### config.mk
export PLATFORM = sky130hd
export DESIGN_NAME = rvh_lsu_l1d_st_req_enc
export DESIGN_NICKNAME = d
export VERILOG_FILES = /design/src/rtl/rvh_l1d_pkg.sv /design/src/rtl/rvh_lsu_st_opcode_enc.sv /design/src/rtl/rvh_lsu_l1d_st_req_enc.sv
export SDC_FILE = /design/constraint.sdc
export NUM_CORES = 1
export LEC_CHECK = 0
export CORE_MARGIN = 4
export CORE_UTILIZATION = 40
export DETAILED_ROUTE_END_ITERATION = 12
export RECOVER_POWER = 100
export SYNTH_ARGS = -nofsm -noshare
export SYNTH_HDL_FRONTEND = slang
export SYNTH_SLANG_ARGS = --single-unit
export TNS_END_PERCENT = 10
### constraint.sdc
create_clock -name clk -period 5.9 [get_ports clk]
set_input_delay 1.77 -clock clk [delete_from_list [all_inputs] [get_ports clk]]
set_output_delay 1.77 -clock clk [all_outputs]
set_load 0.005 [all_outputs]
### src/rtl/rvh_l1d_pkg.sv
// L1D request-side shared types and STU opcode map.
// Used by the LSU store-side request encoder and issue buffer.
package rvh_l1d_pkg;

    localparam int LDU_OP_WIDTH = 4;
    localparam int STU_OP_WIDTH = 5;

    localparam int L1D_PADDR_WIDTH   = 56;
    localparam int L1D_XLEN          = 64;
    localparam int L1D_ROB_TAG_WIDTH = 7;

    localparam logic [STU_OP_WIDTH-1:0] STU_SB       = 5'd0;
    localparam logic [STU_OP_WIDTH-1:0] STU_SH       = 5'd1;
    localparam logic [STU_OP_WIDTH-1:0] STU_SW       = 5'd2;
    localparam logic [STU_OP_WIDTH-1:0] STU_SD       = 5'd3;
    localparam logic [STU_OP_WIDTH-1:0] STU_SC_W     = 5'd5;
    localparam logic [STU_OP_WIDTH-1:0] STU_SC_D     = 5'd6;
    localparam logic [STU_OP_WIDTH-1:0] STU_AMOSWAP_W = 5'd7;
    localparam logic [STU_OP_WIDTH-1:0] STU_AMOSWAP_D = 5'd8;
    localparam logic [STU_OP_WIDTH-1:0] STU_AMOADD_W = 5'd9;
    localparam logic [STU_OP_WIDTH-1:0] STU_AMOADD_D = 5'd10;
    localparam logic [STU_OP_WIDTH-1:0] STU_AMOAND_W = 5'd11;
    localparam logic [STU_OP_WIDTH-1:0] STU_AMOAND_D = 5'd12;
    localparam logic [STU_OP_WIDTH-1:0] STU_AMOOR_W  = 5'd13;
    localparam logic [STU_OP_WIDTH-1:0] STU_AMOOR_D  = 5'd14;
    localparam logic [STU_OP_WIDTH-1:0] STU_AMOXOR_W = 5'd15;
    localparam logic [STU_OP_WIDTH-1:0] STU_AMOXOR_D = 5'd16;
    localparam logic [STU_OP_WIDTH-1:0] STU_AMOMAX_W = 5'd17;
    localparam logic [STU_OP_WIDTH-1:0] STU_AMOMAX_D = 5'd18;
    localparam logic [STU_OP_WIDTH-1:0] STU_AMOMAXU_W = 5'd19;
    localparam logic [STU_OP_WIDTH-1:0] STU_AMOMAXU_D = 5'd20;
    localparam logic [STU_OP_WIDTH-1:0] STU_AMOMIN_W = 5'd21;
    localparam logic [STU_OP_WIDTH-1:0] STU_AMOMIN_D = 5'd22;
    localparam logic [STU_OP_WIDTH-1:0] STU_AMOMINU_W = 5'd23;
    localparam logic [STU_OP_WIDTH-1:0] STU_AMOMINU_D = 5'd24;

    typedef enum logic [1:0] {
        REQ_STORE = 2'd0,
        REQ_SC    = 2'd1,
        REQ_AMO   = 2'd2,
        REQ_RSVD  = 2'd3
    } st_req_kind_e;

    typedef enum logic [3:0] {
        AMO_SWAP = 4'd0,
        AMO_ADD  = 4'd1,
        AMO_AND  = 4'd2,
        AMO_OR   = 4'd3,
        AMO_XOR  = 4'd4,
        AMO_MAX  = 4'd5,
        AMO_MAXU = 4'd6,
        AMO_MIN  = 4'd7,
        AMO_MINU = 4'd8
    } amo_func_e;

    typedef struct packed {
        logic [STU_OP_WIDTH-1:0]      opcode;
        logic [L1D_PADDR_WIDTH-1:0]   paddr;
        logic [L1D_XLEN-1:0]          data;
        logic [L1D_ROB_TAG_WIDTH-1:0] rob_tag;
    } st_req_t;

endpackage

### src/rtl/rvh_lsu_st_opcode_enc.sv
// Combinational {kind, func, size} to STU opcode encoder.
// Flags combinations the L1D cannot execute as illegal.
module rvh_lsu_st_opcode_enc
    import rvh_l1d_pkg::*;
(
    input  logic [1:0]              i_kind,
    input  logic [3:0]              i_func,
    input  logic [1:0]              i_size,
    output logic [STU_OP_WIDTH-1:0] o_opcode,
    output logic                    o_illegal
);

    st_req_kind_e w_kind;

    assign w_kind = st_req_kind_e'(i_kind);

    // AMO opcodes interleave W/D per function: base + 2*func + is_double
    always_comb begin
        o_opcode  = '0;
        o_illegal = 1'b0;
        unique case (w_kind)
            REQ_STORE: begin
                o_opcode = {3'b000, i_size};
            end
            REQ_SC: begin
                if (i_size == 2'd2) begin
                    o_opcode = STU_SC_W;
                end else if (i_size == 2'd3) begin
                    o_opcode = STU_SC_D;
                end else begin
                    o_illegal = 1'b1;
                end
            end
            REQ_AMO: begin
                if (!i_size[1] || (i_func > 4'(AMO_MINU))) begin
                    o_illegal = 1'b1;
                end else begin
                    o_opcode = STU_AMOSWAP_W + {i_func, 1'b0}
                             + {4'b0000, i_size[0]};
                end
            end
            REQ_RSVD: begin
                o_illegal = 1'b1;
            end
        endcase
    end

endmodule

### src/rtl/rvh_lsu_l1d_st_req_enc.sv
// Store-side request encoder and in-order issue buffer to the L1D.
// SC/AMO block further issue until their response returns.
module rvh_lsu_l1d_st_req_enc
    import rvh_l1d_pkg::*;
#(
    parameter int ENTRY_COUNT   = 4,
    parameter int PADDR_WIDTH   = 56,
    parameter int XLEN          = 64,
    parameter int ROB_TAG_WIDTH = 7
)(
    input  logic                     clk,
    input  logic                     rst_n,

    input  logic                     lsu_req_vld_i,
    output logic                     lsu_req_rdy_o,
    input  logic [1:0]               lsu_req_kind_i,
    input  logic [3:0]               lsu_req_amo_func_i,
    input  logic [1:0]               lsu_req_size_i,
    input  logic [PADDR_WIDTH-1:0]   lsu_req_paddr_i,
    input  logic [XLEN-1:0]          lsu_req_data_i,
    input  logic [ROB_TAG_WIDTH-1:0] lsu_req_rob_tag_i,
    output logic                     lsu_req_illegal_o,
    output logic [ROB_TAG_WIDTH-1:0] lsu_req_illegal_rob_tag_o,

    output logic                     ls_pipe_l1d_st_req_vld_o,
    input  logic                     ls_pipe_l1d_st_req_rdy_i,
    output logic [STU_OP_WIDTH-1:0]  ls_pipe_l1d_st_req_opcode_o,
    output logic [PADDR_WIDTH-1:0]   ls_pipe_l1d_st_req_paddr_o,
    output logic [XLEN-1:0]          ls_pipe_l1d_st_req_data_o,
    output logic [ROB_TAG_WIDTH-1:0] ls_pipe_l1d_st_req_rob_tag_o,

    input  logic                     l1d_ls_pipe_atomic_resp_vld_i
);

    localparam int PTR_W = $clog2(ENTRY_COUNT);
    localparam int CNT_W = PTR_W + 1;

    localparam logic [0:0] ST_IDLE        = 1'b0;
    localparam logic [0:0] ST_ATOMIC_PEND = 1'b1;

    typedef struct packed {
        logic [STU_OP_WIDTH-1:0]  opcode;
        logic [PADDR_WIDTH-1:0]   paddr;
        logic [XLEN-1:0]          data;
        logic [ROB_TAG_WIDTH-1:0] rob_tag;
    } entry_t;

    entry_t                   r_fifo [ENTRY_COUNT];
    logic [PTR_W-1:0]         r_wptr;
    logic [PTR_W-1:0]         r_rptr;
    logic [CNT_W-1:0]         r_cnt;
    logic [0:0]               r_state;
    logic                     r_illegal;
    logic [ROB_TAG_WIDTH-1:0] r_illegal_tag;

    logic [STU_OP_WIDTH-1:0]  w_enc_opcode;
    logic                     w_enc_illegal;
    logic                     w_full;
    logic                     w_empty;
    logic                     w_acc;
    logic                     w_enq;
    logic                     w_deq;
    logic                     w_head_atomic;
    entry_t                   w_head;
    entry_t                   w_new;

    rvh_lsu_st_opcode_enc u_opcode_enc (
        .i_kind    (lsu_req_kind_i),
        .i_func    (lsu_req_amo_func_i),
        .i_size    (lsu_req_size_i),
        .o_opcode  (w_enc_opcode),
        .o_illegal (w_enc_illegal)
    );

    assign w_full  = (r_cnt == CNT_W'(ENTRY_COUNT));
    assign w_empty = (r_cnt == '0);
    assign w_acc   = lsu_req_vld_i & lsu_req_rdy_o;
    assign w_enq   = w_acc & ~w_enc_illegal;
    assign w_deq   = ls_pipe_l1d_st_req_vld_o & ls_pipe_l1d_st_req_rdy_i;

    assign w_head        = r_fifo[r_rptr];
    assign w_head_atomic = (w_head.opcode >= STU_SC_W);

    assign w_new.opcode  = w_enc_opcode;
    assign w_new.paddr   = lsu_req_paddr_i;
    assign w_new.data    = lsu_req_data_i;
    assign w_new.rob_tag = lsu_req_rob_tag_i;

    assign lsu_req_rdy_o             = ~w_full;
    assign lsu_req_illegal_o         = r_illegal;
    assign lsu_req_illegal_rob_tag_o = r_illegal_tag;

    assign ls_pipe_l1d_st_req_vld_o     = ~w_empty & (r_state == ST_IDLE);
    assign ls_pipe_l1d_st_req_opcode_o  = w_empty ? '0 : w_head.opcode;
    assign ls_pipe_l1d_st_req_paddr_o   = w_empty ? '0 : w_head.paddr;
    assign ls_pipe_l1d_st_req_data_o    = w_empty ? '0 : w_head.data;
    assign ls_pipe_l1d_st_req_rob_tag_o = w_empty ? '0 : w_head.rob_tag;

    // FIFO storage write on legal accept
    always_ff @(posedge clk or negedge rst_n) begin
        if (!rst_n) begin
            for (int i = 0; i < ENTRY_COUNT; i++) begin
                r_fifo[i] <= '0;
            end
        end else if (w_enq) begin
            r_fifo[r_wptr] <= w_new;
        end
    end

    // FIFO pointers and occupancy
    always_ff @(posedge clk or negedge rst_n) begin
        if (!rst_n) begin
            r_wptr <= '0;
            r_rptr <= '0;
            r_cnt  <= '0;
        end else begin
            if (w_enq) begin
                r_wptr <= r_wptr + PTR_W'(1);
            end
            if (w_deq) begin
                r_rptr <= r_rptr + PTR_W'(1);
            end
            unique case ({w_enq, w_deq})
                2'b10:   r_cnt <= r_cnt + CNT_W'(1);
                2'b01:   r_cnt <= r_cnt - CNT_W'(1);
                default: r_cnt <= r_cnt;
            endcase
        end
    end

    // Atomic serialization: hold issue until the SC/AMO response
    always_ff @(posedge clk or negedge rst_n) begin
        if (!rst_n) begin
            r_state <= ST_IDLE;
        end else begin
            unique case (r_state)
                ST_IDLE: begin
                    if (w_deq && w_head_atomic) begin
                        r_state <= ST_ATOMIC_PEND;
                    end
                end
                ST_ATOMIC_PEND: begin
                    if (l1d_ls_pipe_atomic_resp_vld_i) begin
                        r_state <= ST_IDLE;
                    end
                end
                default: r_state <= ST_IDLE;
            endcase
        end
    end

    // One-cycle illegal pulse carrying the rejected request's tag
    always_ff @(posedge clk or negedge rst_n) begin
        if (!rst_n) begin
            r_illegal     <= 1'b0;
            r_illegal_tag <= '0;
        end else begin
            r_illegal <= w_acc & w_enc_illegal;
            if (w_acc && w_enc_illegal) begin
                r_illegal_tag <= lsu_req_rob_tag_i;
            end
        end
    end

endmodule

==> results.json <==
{
  "status": "finished with violations",
  "violations": "max-capacitance violations, max-slew violations",
  "ant_nets": 0,
  "async_reset_ff_share_pct": 100,
  "fp-row-count": 90,
  "clk_pin_slew_ns": 0.06,
  "crit_arrival_ns": 3.56,
  "final_cells": 2625,
  "r2r_setup_slack_ns": 2.55,
  "io_pins": 282,
  "cts_resized": 0,
  "start_util_pct": 40.5,
  "finalSetupViolCount": 0,
  "crit_type": "flip-flop to output port",
  "crit-reg2reg-launch": "r_cnt[0]$_DFFE_PN0P_",
  "port_buffers": 281,
  "drc_errors": 0,
  "cpLargestDelayFamily": "flip-flops",
  "post-place-cells": 2515,
  "overflow": 0,
  "syn_area_per_cell_um2": 16.1,
  "path_cells": "clkbuf_2 -> mux4_2 -> nor2b_1 -> clkdlybuf4s50_1",
  "drv_cap": 5,
  "cts-root-buf": "clkbuf_16",
  "rsz0062_at_grt": "no",
  "place_congestion": 0.719,
  "worst_pin_slew_ns": 2.66,
  "required_ns": 4.13,
  "synth_area_mm2": 0.0245,
  "dp_hpwl_um": 35800,
  "synth_nets": 1671,
  "final-hold-violation-count": 0,
  "synthTopCellsByArea": "dfrtp_1, mux2_1, mux4_2, mux2_2, nor2b_1",
  "fin_crit_ns": 5.33,
  "dieArea_mm2": 0.0653,
  "synth_top_area_cell": "dfrtp_1",
  "r2r-end": "r_fifo[147]$_DFFE_PN0P_",
  "clock_latency_ns": 0.61,
  "start_kind": "flip-flop",
  "fmax_mhz": 187,
  "nets": 1942,
  "fin_crit_sh_pct": 90.4,
  "vias_per_cell": 5.27,
  "path_buf_inv": 2,
  "critPathSlowestCell": "dfrtp_2",
  "htree_levels": 2,
  "antenna_found_initial": 14,
  "cts_sinks": 544,
  "cts_made_buffers": 60,
  "clockBufferDepth": 3,
  "synthToLayoutAreaGrowth_pct": 22.3,
  "clock_skew_ns": 0.0121,
  "power_density_mw_per_mm2": 582,
  "core_area_mm2": 0.0605,
  "synth.top_cell.area_share_pct": 55.5,
  "grt_max_degree": 114,
  "finalMaxSlewViolations": 293,
  "tns_ns": 0,
  "vias": 13800,
  "synth_flop_cell": "dfrtp_1",
  "r2r_cells": 5,
  "wl_um": 57700,
  "leakagePower_nw": 12.9,
  "dieWidth_um": 256,
  "grt_first_pass_wirelength_um": 92500,
  "post_cts_buffers": 0,
  "cts_tree": "done",
  "grt_pass1_vias": 15700,
  "die_h_um": 256,
  "synth_edf_count": 0,
  "relSlewSlack_pct": -77.1,
  "critPathCapture": "ls_pipe_l1d_st_req_data_o[0]",
  "crit_start": "r_rptr[1]$_DFFE_PN0P_",
  "grt_use_total_pct": 17.8,
  "first_pass_iters": 4,
  "cp_slowest_stage_delay_ns": 1.30,
  "drive_above_1_share_pct": 25.7,
  "crit_cells": 4,
  "routedWlPerCell_um": 22.0,
  "yosysSeqAreaShare_pct": 55.5,
  "postCtsHoldBufs": 0,
  "ys_ff_latch": 544,
  "ir_drop_v": 0.000244,
  "synthDistinctLibCells": 35,
  "end_kind": "output port",
  "min_path_type": "flip-flop to flip-flop",
  "cp_max_fo": 43,
  "drt_first_iter_violations": 607,
  "syn_inst": 1524,
  "ys.warnings.count": 0
}
layer usage:
metal	vias to the layer above	wire length, um	GRT usage (%)
met1	7421	26400	24.8
met4	16	957	3.50
met5	-	111	0
met2	242	27100	28.6
met3	83	3060	4.67
li1	6083	-	-
registers in the layout (all words and copies together) (netlist names):
register,count
r_wptr,2
lsu_req_illegal_o,1
r_state,1
r_cnt,3
r_fifo,528
lsu_req_illegal_rob_tag_o,7
r_rptr,2
cell usage after synthesis (2+ instances only):
library cell  instances
a21oi_1               3
clkbuf_1             28
nand2_1               4
inv_1                23
buf_4                35
nor2_1                3
xor2_1                4
o21ai_0               4
o31ai_1               2
mux4_2              132
nor3_1                2
nor2b_1             135
buf_1                 2
nand3_2               4
mux2_1              308
and2_1                2
mux2_2              215
mux2i_1              13
nand3_1               2
ha_1                  6
buf_2                35
xnor2_1               4
dfrtp_1             544
nand2b_1              3
kinds of logic after synthesis:
kind of cell | after synthesis | synth area share (%)
fa+ha+maj | 7 | 0.388
buf+inv | 124 | 2.64
xor+xnor | 8 | 0.286
mux | 668 | 36.7
simple gates | 159 | 4.04
flops | 544 | 55.5
compound gates | 14 | 0.449
area by class of cell:
type | instances | area, um^2
fillers | 5108 | 30500
well taps | 782 | 978
inverters | 23 | 86.3
clock inverters | 14 | 131
flip-flops and latches | 544 | 13600
multi-input cells | 856 | 10300
repair buffers | 310 | 3110
diodes | 4 | 10.0
clock buffers | 92 | 1800
cells in the final DEF, fill, tap and decap left out, types with 2 or more instances in the layout:
| cell type | n |
|---|---|
| nand2b_1 | 3 |
| xor2_1 | 4 |
| inv_6 | 2 |
| nand3_4 | 3 |
| clkdlybuf4s50_1 | 158 |
| bufinv_16 | 2 |
| a21oi_1 | 3 |
| clkbuf_8 | 16 |
| xnor2_1 | 4 |
| o31ai_1 | 2 |
| buf_4 | 2 |
| clkbuf_16 | 61 |
| ha_1 | 6 |
| nor2b_1 | 135 |
| dfrtp_1 | 542 |
| nor2_1 | 3 |
| o21ai_0 | 4 |
| clkbuf_4 | 2 |
| dlygate4sd3_1 | 122 |
| clkbuf_1 | 19 |
| diode_2 | 4 |
| nand3_1 | 3 |
| mux2_2 | 215 |
| clkinv_2 | 9 |
| nand2_1 | 4 |
| buf_12 | 10 |
| mux4_2 | 132 |
| inv_1 | 23 |
| mux2_1 | 308 |
| mux2i_1 | 13 |
| clkbuf_2 | 11 |
how the worst min path moves through the flow:
stage	start	endpoint	slack [ns]	cells past startpoint
floorplan	r_cnt[2]$_DFFE_PN0P_	r_cnt[2]$_DFFE_PN0P_	0.45	1
global placement	r_fifo[207]$_DFFE_PN0P_	r_fifo[207]$_DFFE_PN0P_	0.47	1
detailed placement	r_fifo[248]$_DFFE_PN0P_	r_fifo[248]$_DFFE_PN0P_	0.48	1
CTS	r_fifo[215]$_DFFE_PN0P_	r_fifo[215]$_DFFE_PN0P_	0.49	1
global route	r_fifo[82]$_DFFE_PN0P_	r_fifo[82]$_DFFE_PN0P_	0.49	1
finish	r_fifo[215]$_DFFE_PN0P_	r_fifo[215]$_DFFE_PN0P_	0.48	1
report_power, final:
part	switching, W	total (W)	internal (W)	leakage [nW]
clock network	0.00149	0.00366	0.00217	0.961
registers	0.00103	0.00661	0.00558	6.57
logic	0.00265	0.00719	0.00455	5.34
worst register-to-register path, stage by stage (launching register included):
cell and delay (ns):
dfrtp_1 0.43, or3b_1 0.42, and2_1 0.31, nand3_4 0.40, buf_2 1.20, mux2_2 0.47
through the flow:
stage               setup WS, ns  total power [W]  utilization [%]  hold slack (ns)  cell area, um^2
floorplan                   2.36           0.0108                -            0.455            24500
global placement            1.45           0.0141             46.6            0.468            28200
detailed placement          1.43           0.0144             46.6            0.475            28200
CTS                        0.781           0.0181             49.8            0.488            30100
global route               0.362           0.0186             49.6            0.493            30000
finish                     0.566           0.0175             49.6            0.482            30000
No activity file was read; power rests on OpenSTA's default activity.
